`config.mk`:
```
export PLATFORM = sky130hd
export DESIGN_NAME = skip_block_subtractor
export DESIGN_NICKNAME = d
export VERILOG_FILES = /design/src/rtl/skip_block_subtractor.sv
export SDC_FILE = /design/constraint.sdc
export NUM_CORES = 1
export LEC_CHECK = 0
export ABC_AREA = 1
export CELL_PAD_IN_SITES_DETAIL_PLACEMENT = 0
export CELL_PAD_IN_SITES_GLOBAL_PLACEMENT = 1
export CORE_MARGIN = 2
export CORE_UTILIZATION = 40
export DETAILED_ROUTE_END_ITERATION = 8
export PLACE_DENSITY_LB_ADDON = 0.1
export SLEW_MARGIN = 20
export SYNTH_ARGS = -nofsm -noshare
export SYNTH_HDL_FRONTEND = slang
export SYNTH_SLANG_ARGS = --single-unit
```
`constraint.sdc`:
```
create_clock -name clk -period 2.9 [get_ports clk]
set_input_delay 0.58 -clock clk [delete_from_list [all_inputs] [get_ports clk]]
set_output_delay 0.58 -clock clk [all_outputs]
set_load 0.02 [all_outputs]
```
`src/rtl/skip_block_subtractor.sv`:
```
// Multi-cycle borrow-skip subtractor: diff = a - b - borrow_in, one BLOCK-bit slice per clock, LSB first.
// Optional signed-overflow output `ovf` is present only when SKIP_SUB_OVF_EN is defined.
module skip_block_subtractor #(
  parameter int WIDTH = 16,
  parameter int BLOCK = 4,
  localparam int NB = WIDTH / BLOCK
) (
  input  logic             clk,
  input  logic             rst_n,
  input  logic             start_valid,
  output logic             start_ready,
  input  logic [WIDTH-1:0] a,
  input  logic [WIDTH-1:0] b,
  input  logic             borrow_in,
  output logic             done_valid,
  input  logic             done_ready,
  output logic [WIDTH-1:0] diff,
  output logic             borrow_out,
`ifdef SKIP_SUB_OVF_EN
  output logic             ovf,
`endif
  output logic [NB-1:0]    skip_mask
);

  localparam int IW = (NB > 1) ? $clog2(NB) : 1;

  localparam logic [1:0] S_IDLE = 2'd0;
  localparam logic [1:0] S_RUN  = 2'd1;
  localparam logic [1:0] S_DONE = 2'd2;

  // Handshakes: a transfer happens on a rising edge where valid and ready are
  // both high; start is accepted only in IDLE, the result is released only in DONE.
  logic [1:0]       state;
  logic [WIDTH-1:0] a_r;
  logic [WIDTH-1:0] b_r;
  logic             borrow;
  logic [IW-1:0]    idx;

  logic [BLOCK-1:0] a_s;
  logic [BLOCK-1:0] b_s;
  logic [BLOCK-1:0] slice_d;
  logic             slice_bo;
  logic             last_slice;

  assign start_ready = (state == S_IDLE);
  assign last_slice  = (idx == IW'(NB - 1));

  always_comb begin
    a_s = a_r[idx*BLOCK +: BLOCK];
    b_s = b_r[idx*BLOCK +: BLOCK];
    {slice_bo, slice_d} = {1'b0, a_s} - {1'b0, b_s} - {{BLOCK{1'b0}}, borrow};
  end

  always_ff @(posedge clk or negedge rst_n) begin
    if (!rst_n) begin
      state      <= S_IDLE;
      a_r        <= '0;
      b_r        <= '0;
      borrow     <= 1'b0;
      idx        <= '0;
      diff       <= '0;
      borrow_out <= 1'b0;
      skip_mask  <= '0;
      done_valid <= 1'b0;
`ifdef SKIP_SUB_OVF_EN
      ovf        <= 1'b0;
`endif
    end else begin
      case (state)
        S_IDLE: begin
          if (start_valid) begin
            a_r       <= a;
            b_r       <= b;
            borrow    <= borrow_in;
            idx       <= '0;
            diff      <= '0;
            skip_mask <= '0;
            state     <= S_RUN;
          end
        end
        S_RUN: begin
          diff[idx*BLOCK +: BLOCK] <= slice_d;
          // A slice whose bits all match passes the incoming borrow straight through.
          skip_mask[idx] <= &(~(a_s ^ b_s));
          borrow         <= slice_bo;
          if (last_slice) begin
            borrow_out <= slice_bo;
`ifdef SKIP_SUB_OVF_EN
            ovf <= (a_r[WIDTH-1] != b_r[WIDTH-1]) && (slice_d[BLOCK-1] != a_r[WIDTH-1]);
`endif
            done_valid <= 1'b1;
            state      <= S_DONE;
          end else begin
            idx <= idx + 1'b1;
          end
        end
        S_DONE: begin
          if (done_ready) begin
            done_valid <= 1'b0;
            state      <= S_IDLE;
          end
        end
        default: begin
          done_valid <= 1'b0;
          state      <= S_IDLE;
        end
      endcase
    end
  end

endmodule
```
-- Word level (Yosys, flattened, before mapping)
Index checks and enable logic that the tools add are counted.
- add/subtract/negate cells: 4
- $lt $le $gt $ge: 2
- equality and inequality tests: 7
- shifts and indexed selects: 4
- mux-type cells: 20
- bitwise gates (word level): 3
- reductions and logical operators: 10
- operators with widths (kind ; count):
    negation 4 -> 34 bit ; 1
    variable shift 4 x 34 -> 16 bit (first input constant) ; 1
    indexed part select 4 x 34 -> 16 bit ; 1
    one-hot mux 16 bit (2 select lines) ; 1
    indexed part select 16 x 5 -> 4 bit ; 2
    bitwise mux 16 bit ; 1
    two-way mux 16 bit ; 1
    two-way mux 2 bit ; 5
    AND reduction 3 bit ; 3
    != test 2 bit (second input constant) ; 4
    one-hot mux 4 bit (2 select lines) ; 1
    one-hot mux 2 bit (3 select lines) ; 1
    AND reduction 2 bit ; 3
    subtractor 4 x 4 -> 5 bit ; 1
    subtractor 5 x 1 -> 5 bit ; 1
    bitwise mux 4 bit ; 1
    == test 2 bit (second input constant) ; 2
    two-way mux 1 bit ; 4
    two-way mux 4 bit ; 1
    NOT 4 bit ; 1
    one-hot mux 2 bit (2 select lines) ; 1
    AND reduction 4 bit ; 1
    XOR 4 bit ; 1
    < comparator 2 x 3 -> 1 bit (second input constant) ; 1
    other kinds (10) ; 10
- register bits after elaboration: 59
- output and inout bits: 23
- logic and storage cells: 59

-- Depth between registers and ports, before layout
Gate-level depths: netlist (run 1).
- depth in word-level cells: 6
- depth in mapped cells: 12

-- Worst setup path before layout (run 1)
Ideal clock, no wire load.
- path type: register -> register
- start point: register idx[0]
- end point: register borrow
- library setup time: 0.120 ns
- arrival time: 2.354 ns
- data required time: 2.780 ns
- slack: 0.425 ns
- cell stages (with the launch flop): 12
- clock period less this slack: 2.475 ns
- path through: dfrtp_1 inv_2 nand2_1 nand3_1 nand2_4 fa_1 fa_1 or2_1 a21oi_1 xor2_1 o21ai_1 nand2_1
- longest elaborated chain between the ends: 4
- ends and longest elaborated chain (what ; RTL line ; source):
    start: declaration ; 37 ; logic [IW-1:0] idx;
    start signal: assignment ; 94 ; idx <= idx + 1'b1;
    indexed part select 16 x 5 -> 4 bit, on equally long branches ; 49, 50 ;
    subtractor 4 x 4 -> 5 bit (*) ; 51 ; {slice_bo, slice_d} = {1'b0, a_s} - {1'b0, b_s} - {{BLOCK{1'b0}}, borrow};
    subtractor 5 x 1 -> 5 bit (*) ; 51 ;
    one-hot mux 1 bit (2 select lines) (*) ; 69 ; case (state)
    end signal: assignment ; 74 ; borrow <= borrow_in;
    end signal: assignment ; 85 ; borrow <= slice_bo;
    end: declaration ; 36 ; logic borrow;
Mark *: on every way between the ends. The rest lies on a longest branch, timed or not.
A chain may end at the register's enable or synchronous reset.

-- Worst setup path in the final report (run 1)
Ends and elaborated chain as after synthesis.

==> results of run 1 <==
-- synthesized netlist by cell type (4+ instances only) --
cell type	count
inv_1	25
inv_2	4
buf_6	4
nand2_1	55
mux2_2	24
nand2_2	5
dfrtp_1	59
ha_1	11
mux2_4	5
a21oi_1	6
o21ai_0	17
buf_2	6
nand3_1	20
nor2_1	11
-- cell type report --
type	instances	area, um2	share of cell area (%)
Inverter	29	109	2.82
Sequential cell	59	1480	38.3
Clock buffer	12	145	3.77
Tap cell	99	124	3.21
Multi-Input combinational cell	193	1320	34.3
Timing Repair Buffer	66	663	17.2
Clock inverter	3	15.0	0.389
-- flip-flops by register name, indices dropped and copies added (netlist names) --
| register | cells |
|---|---|
| a_r | 16 |
| b_r | 16 |
| diff | 16 |
| skip_mask | 4 |
| idx | 2 |
| state | 2 |
| borrow | 1 |
| borrow_out | 1 |
| done_valid | 1 |
-- worst max path at each step --
stage,slack [ns],from,depth (start not counted),to
floorplan,0.43,idx[0],11,borrow
global placement,0.38,idx[0],11,borrow
detailed placement,0.26,idx[0],11,borrow
CTS,0.25,idx[0],11,borrow
global route,0.06,idx[0],11,borrow_out
finish,0.28,idx[0],11,borrow
-- critical path, delay by kind of cell (launching register included) --
family                     cells  cell delay, ns
DFF                            1            0.40
xor gates and xnor gates       1            0.21
and+or+nand+nor                5            0.62
buffers and inverters          1            0.22
AOI/OAI and AO/OA              2            0.24
adders and majority gates      2            0.87
-- kinds of logic (layout without fill, tap and decap cells) --
| family | count (synthesis) | count (layout) | share of synthesized area [%] |
|---|---|---|---|
| and+or+nand+nor | 109 | 109 | 17.5 |
| adders and majority gates | 13 | 13 | 5.96 |
| AOI/OAI and AO/OA | 41 | 41 | 8.94 |
| buffers and inverters | 39 | 110 | 6.17 |
| muxes | 29 | 29 | 11.6 |
| DFF | 59 | 59 | 49.5 |
| xor gates and xnor gates | 1 | 1 | 0.294 |
-- metrics by stage --
| step | area, um2 | util [%] | hold slack, ns | power, mW |
|---|---|---|---|---|
| floorplan | 2980 | - | 0.284 | 3.25 |
| global placement | 3690 | 50.9 | 0.463 | 3.99 |
| detailed placement | 3690 | 50.9 | 0.468 | 4.03 |
| CTS | 3850 | 53.1 | 0.308 | 4.67 |
| global route | 3850 | 53.1 | 0.347 | 5.05 |
| finish | 3850 | 53.1 | 0.294 | 4.60 |
-- per-layer routing --
layer  vias up  global-route usage [%]  share of wire, %
met1      1051                    22.5                48
met5         -                       0                 0
met3        10                    3.09               3.4
met2        48                    27.2                46
li1       1103                       -                 -
met4         0                    7.69               2.1
-- power breakdown --
part	switching, mW	leakage [nW]	internal (mW)
Combinational	1.51	0.970	1.09
Sequential	0.195	0.737	1.17
Clock	0.311	0.0860	0.324
==> metrics, run 1 <==
Slowest cell on crit path fa_1; Required @ worst endpoint about 3.2 ns; commonest non-fill, non-tap cells in the layout 59 x dfrtp_1, 58 x clkdlybuf4s50_1, 54 x nand2_1; CTS Buf Count 9; max incr delay on CP ~0.45 ns; setup_tns 0 ns; placed cell count 446; via count 2,212; r2r setup slk 0.28 ns; CP Class flop to flop; Placer Congestion 0.826; layout cells sized above 1 a little over a fifth; # rows 31; hpwl dp 4.88 mm; Ports 60; Layout fillers 678; final hold vios 0; vias in the first global route 2,223; worst clock skew between 0.01 and 0.015 ns; Max-Cap Viols 0; setup bufs post-CTS 0; Synth async-reset ratio 100%; Core ar. 7250 um2; RR Endpoint borrow; die span in y between 90 and 100 um; Clock transition at path regs 0.06 ns; GRT overflow 0; nets@finish approximately 410; period utilization between 90 and 100%; Post-CTS Hold Fix Bufs 0; worst r2r src idx[0]; Resize count post-CTS 0; syn nets roughly 340; CTS tree yes; drt first-iter violations about 90; Root Buffer clkbuf_8; f_max between 300 and 400 MHz; RSZ-0062 raised after global routing no; hold crit path type primary input to asynchronous set/reset pin; pin count of the biggest net entering global routing 31; final WL between 6 and 7 mm; Total GRT Usage between 10% and 20%; top cells by area, synth dfrtp_1 50%, mux2_2 9.1%, nand2_1 6.9%; Max VDD drop ~0.00057 V; max-slew violations 0; worst-path maximum fanout 14; post-placement worst setup slack 0.263 ns; DR vias/cell about 4.8; Layout area overhead 29.3%; final setup fails 0; Critical Path AT a little under 3 ns; initial antenna violation count 0; Finished Layout Cells approximately 460; first-pass iteration count of the detailed router 4; Synth cell types 33; H-Tree Depth 3; clock sink count 59; sequential share of the synthesized area ~50%; worst r2r path cells 11; Static Leakage between 1.5 and 2 nW; number of I/O port buffers between 50 and 60; DRC 0; floorplan die width between 90 and 100 um; leading cell type in the layout, fill and taps excluded dfrtp_1; relative slew slack 52.4%; Syn Inst Count about 290; post-DR wirelength/cell about 14 um; antenna fix cells 0; post-detailed-route count of antenna-violating nets 0; min cycle time layout between 2 and 3 ns; #FFs+latches synth 59; status finished, final reports clean; worst slew pin tran 0.714 ns; deepest clock path buffer count 2; total die area around 8200 um2; Post-synth EDFFs 0; post-synth top area share approximately half; Power Density about 1200 nW/um2; ys flop type dfrtp_1; Initial Util around 41%; fin worst setup slack 0.284 ns; worst skew pair latency around 0.34 ns; CP Launch Type flop; global-route wire length before repair ~11 mm; mapped cell area slightly below 3000 um2; YS warnings 0; post-synthesis average cell area ~10 um2; CP endpoint kind flop; leading area contributor after synthesis dfrtp_1; CP cell instances inv_2 > nand2_1 > nand3_1 > nand2_4 > fa_1 > fa_1 > or2_1 > a21oi_1 > xor2_1 > o21ai_1 > nand2_1
Power figures use the tool's default switching activity.
==> run 2, diff against run 1 <==
- clock period: 2.9 -> 2.84 ns (I/O delays scaled with it)
==> run 2 against run 1 <==
Worst hold slack improved by 0.054 ns. Design area increased by 1.8%. Count of clock-buffer cells in the layout is the same. Utilization increased by 0.95 points. Total power grew 6.8%. Non-clock buffer count grew 1. Combinational power up 2%. Die area unchanged. Critical path type unchanged. Highest routed layer unchanged.
==> metrics, run 2 (same netlist as run 1, synthesis figures left out) <==
worst clock skew 0.00597 ns (-0.00507 ns); Max-Cap Viols 0 (unchanged); fin worst setup slack 0.228 ns (-0.0563 ns); CP endpoint kind flop; Hold WS 0.348 ns (+0.0537 ns); worst skew pair latency 0.34 ns (about the same); Ports 60 (unchanged); via count 2,213 (+0.045%); post-DR wirelength/cell 13.5 um (-2.8%); biggest regs a_r (16), b_r (16), diff (16); Core ar. 7250 um2 (unchanged); global-route wire length before repair 10.7 mm (-3.1%); GR peak layer met2; max-slew violations 0 (unchanged); final instance area 3920 um2 (+1.8%); RSZ-0062 raised after global routing no; pin count of the biggest net entering global routing 41 (+32%); # rows 31 (unchanged); Required @ worst endpoint 3.10 ns (-0.08 ns); Layout area overhead 31.7%; placed cell count 447 (+0.22%); Power, Total 4.91 mW (+6.8%); utilization after layout 54.1% (+0.95 points); final setup fails 0 (unchanged); Post-CTS Hold Fix Bufs 0 (unchanged); period utilization 92.0% (+1.8 points); post-placement worst setup slack 0.205 ns (-0.0582 ns); status finished, final reports clean; H-Tree Depth 3 (unchanged); Max VDD drop 0.000551 V (-3.9%); Static Leakage 1.82 nW (+1.6%); Power Density 1250 nW/um2 (+4.9%); commonest non-fill, non-tap cells in the layout 59 x dfrtp_1, 58 x clkdlybuf4s50_1, 54 x nand2_1; Root Buffer clkbuf_8; setup bufs post-CTS 0 (unchanged); antenna fix cells 0 (unchanged); worst-path maximum fanout 16 (+2); CTS Buf Count 9 (unchanged); met2 GRT Util 26.3% (-0.94 points); met1 GRT Util 21.5% (-1.0 points); final WL 6.27 mm (-2.4%); vias in the first global route 2,232 (+0.40%); layout cells sized above 1 21.7% (+0.71 points); die span in y 90.3 um (unchanged); DRC 0 (unchanged); Clock transition at path regs 0.07 ns (about the same); deepest clock path buffer count 2 (unchanged); total die area 8160 um2 (unchanged); Placer Congestion 0.813 (-1.6%); hold crit path type primary input to asynchronous set/reset pin; relative slew slack 41.0% (-11 points); post-detailed-route count of antenna-violating nets 0 (unchanged); f_max 383 MHz (+0.14%); Total GRT Usage 16.5% (-0.53 points); M3 GR Usage 4.01% (+0.92 points); Initial Util 41.1% (unchanged); CP Launch Type flop; CTS tree yes; setup_tns 0 ns (unchanged); drt first-iter violations 63 (-29%); clock sink count 59 (unchanged); Resize count post-CTS 0 (unchanged); Finished Layout Cells 463 (+0.43%); final hold vios 0 (unchanged); leading cell type in the layout, fill and taps excluded dfrtp_1; floorplan die width 90.3 um (unchanged); GRT overflow 0 (unchanged); hpwl dp 4.69 mm (-3.9%); Critical Path AT 2.87 ns (-0.02 ns); worst slew pin tran 0.885 ns (+0.172 ns); first-pass iteration count of the detailed router 4 (unchanged); min cycle time layout 2.61 ns (-0.00372 ns); CP Class flop to flop; initial antenna violation count 0 (unchanged); number of I/O port buffers 59 (unchanged); nets@finish 409 (+0.25%); DR vias/cell 4.78 (-0.39%); Area after DPL 3690 um2 (-0.14%)
[run 2: path summary, 6_finish.rpt]
kind | slack, ns | cells after the start | start | to
max in group asynchronous | 1.80 | 2 | rst_n | b_r[11]
max reg2reg | 0.23 | 12 | idx[0] | diff[6]
max | 0.23 | 12 | idx[0] | diff[6]
min in group clk | 0.48 | 2 | skip_mask[0] | skip_mask[0]
min reg2reg | 0.48 | 2 | skip_mask[0] | skip_mask[0]
min | 0.35 | 1 | rst_n | b_r[9]
[run 2: layout make-up]
class / count / area, um2
Clock buffer: 12 / 155
Clock inverter: 4 / 72.6
Fill cell: 685 / 3330
Inverter: 29 / 111
Multi-Input combinational cell: 193 / 1320
Sequential cell: 59 / 1480
Tap cell: 99 / 124
Timing Repair Buffer: 67 / 662
[run 2: critical path, stage by stage (launching register included)]
cell     delay (ns)
dfrtp_1        0.42
buf_6          0.19
nand2_1        0.07
nand3_1        0.12
nand2_4        0.09
fa_1           0.44
fa_1           0.41
or2_1          0.25
nand2_1        0.07
inv_1          0.05
nor2_1         0.15
nand2_1        0.10
o21ai_0        0.15
[run 2: layer usage]
metal / part of all wire (%) / vias up
li1: - / 1113
met1: 47 / 1038
met2: 47 / 52
met3: 4.8 / 10
met4: 1.9 / 0
met5: 0 / -
[run 2: where the power goes]
| part | switching, mW | total, mW | internal [mW] |
|---|---|---|---|
| Clock | 0.330 | 0.871 | 0.541 |
| Combinational | 1.53 | 2.64 | 1.11 |
| Sequential | 0.204 | 1.40 | 1.20 |
| Total | 2.06 | 4.91 | 2.85 |
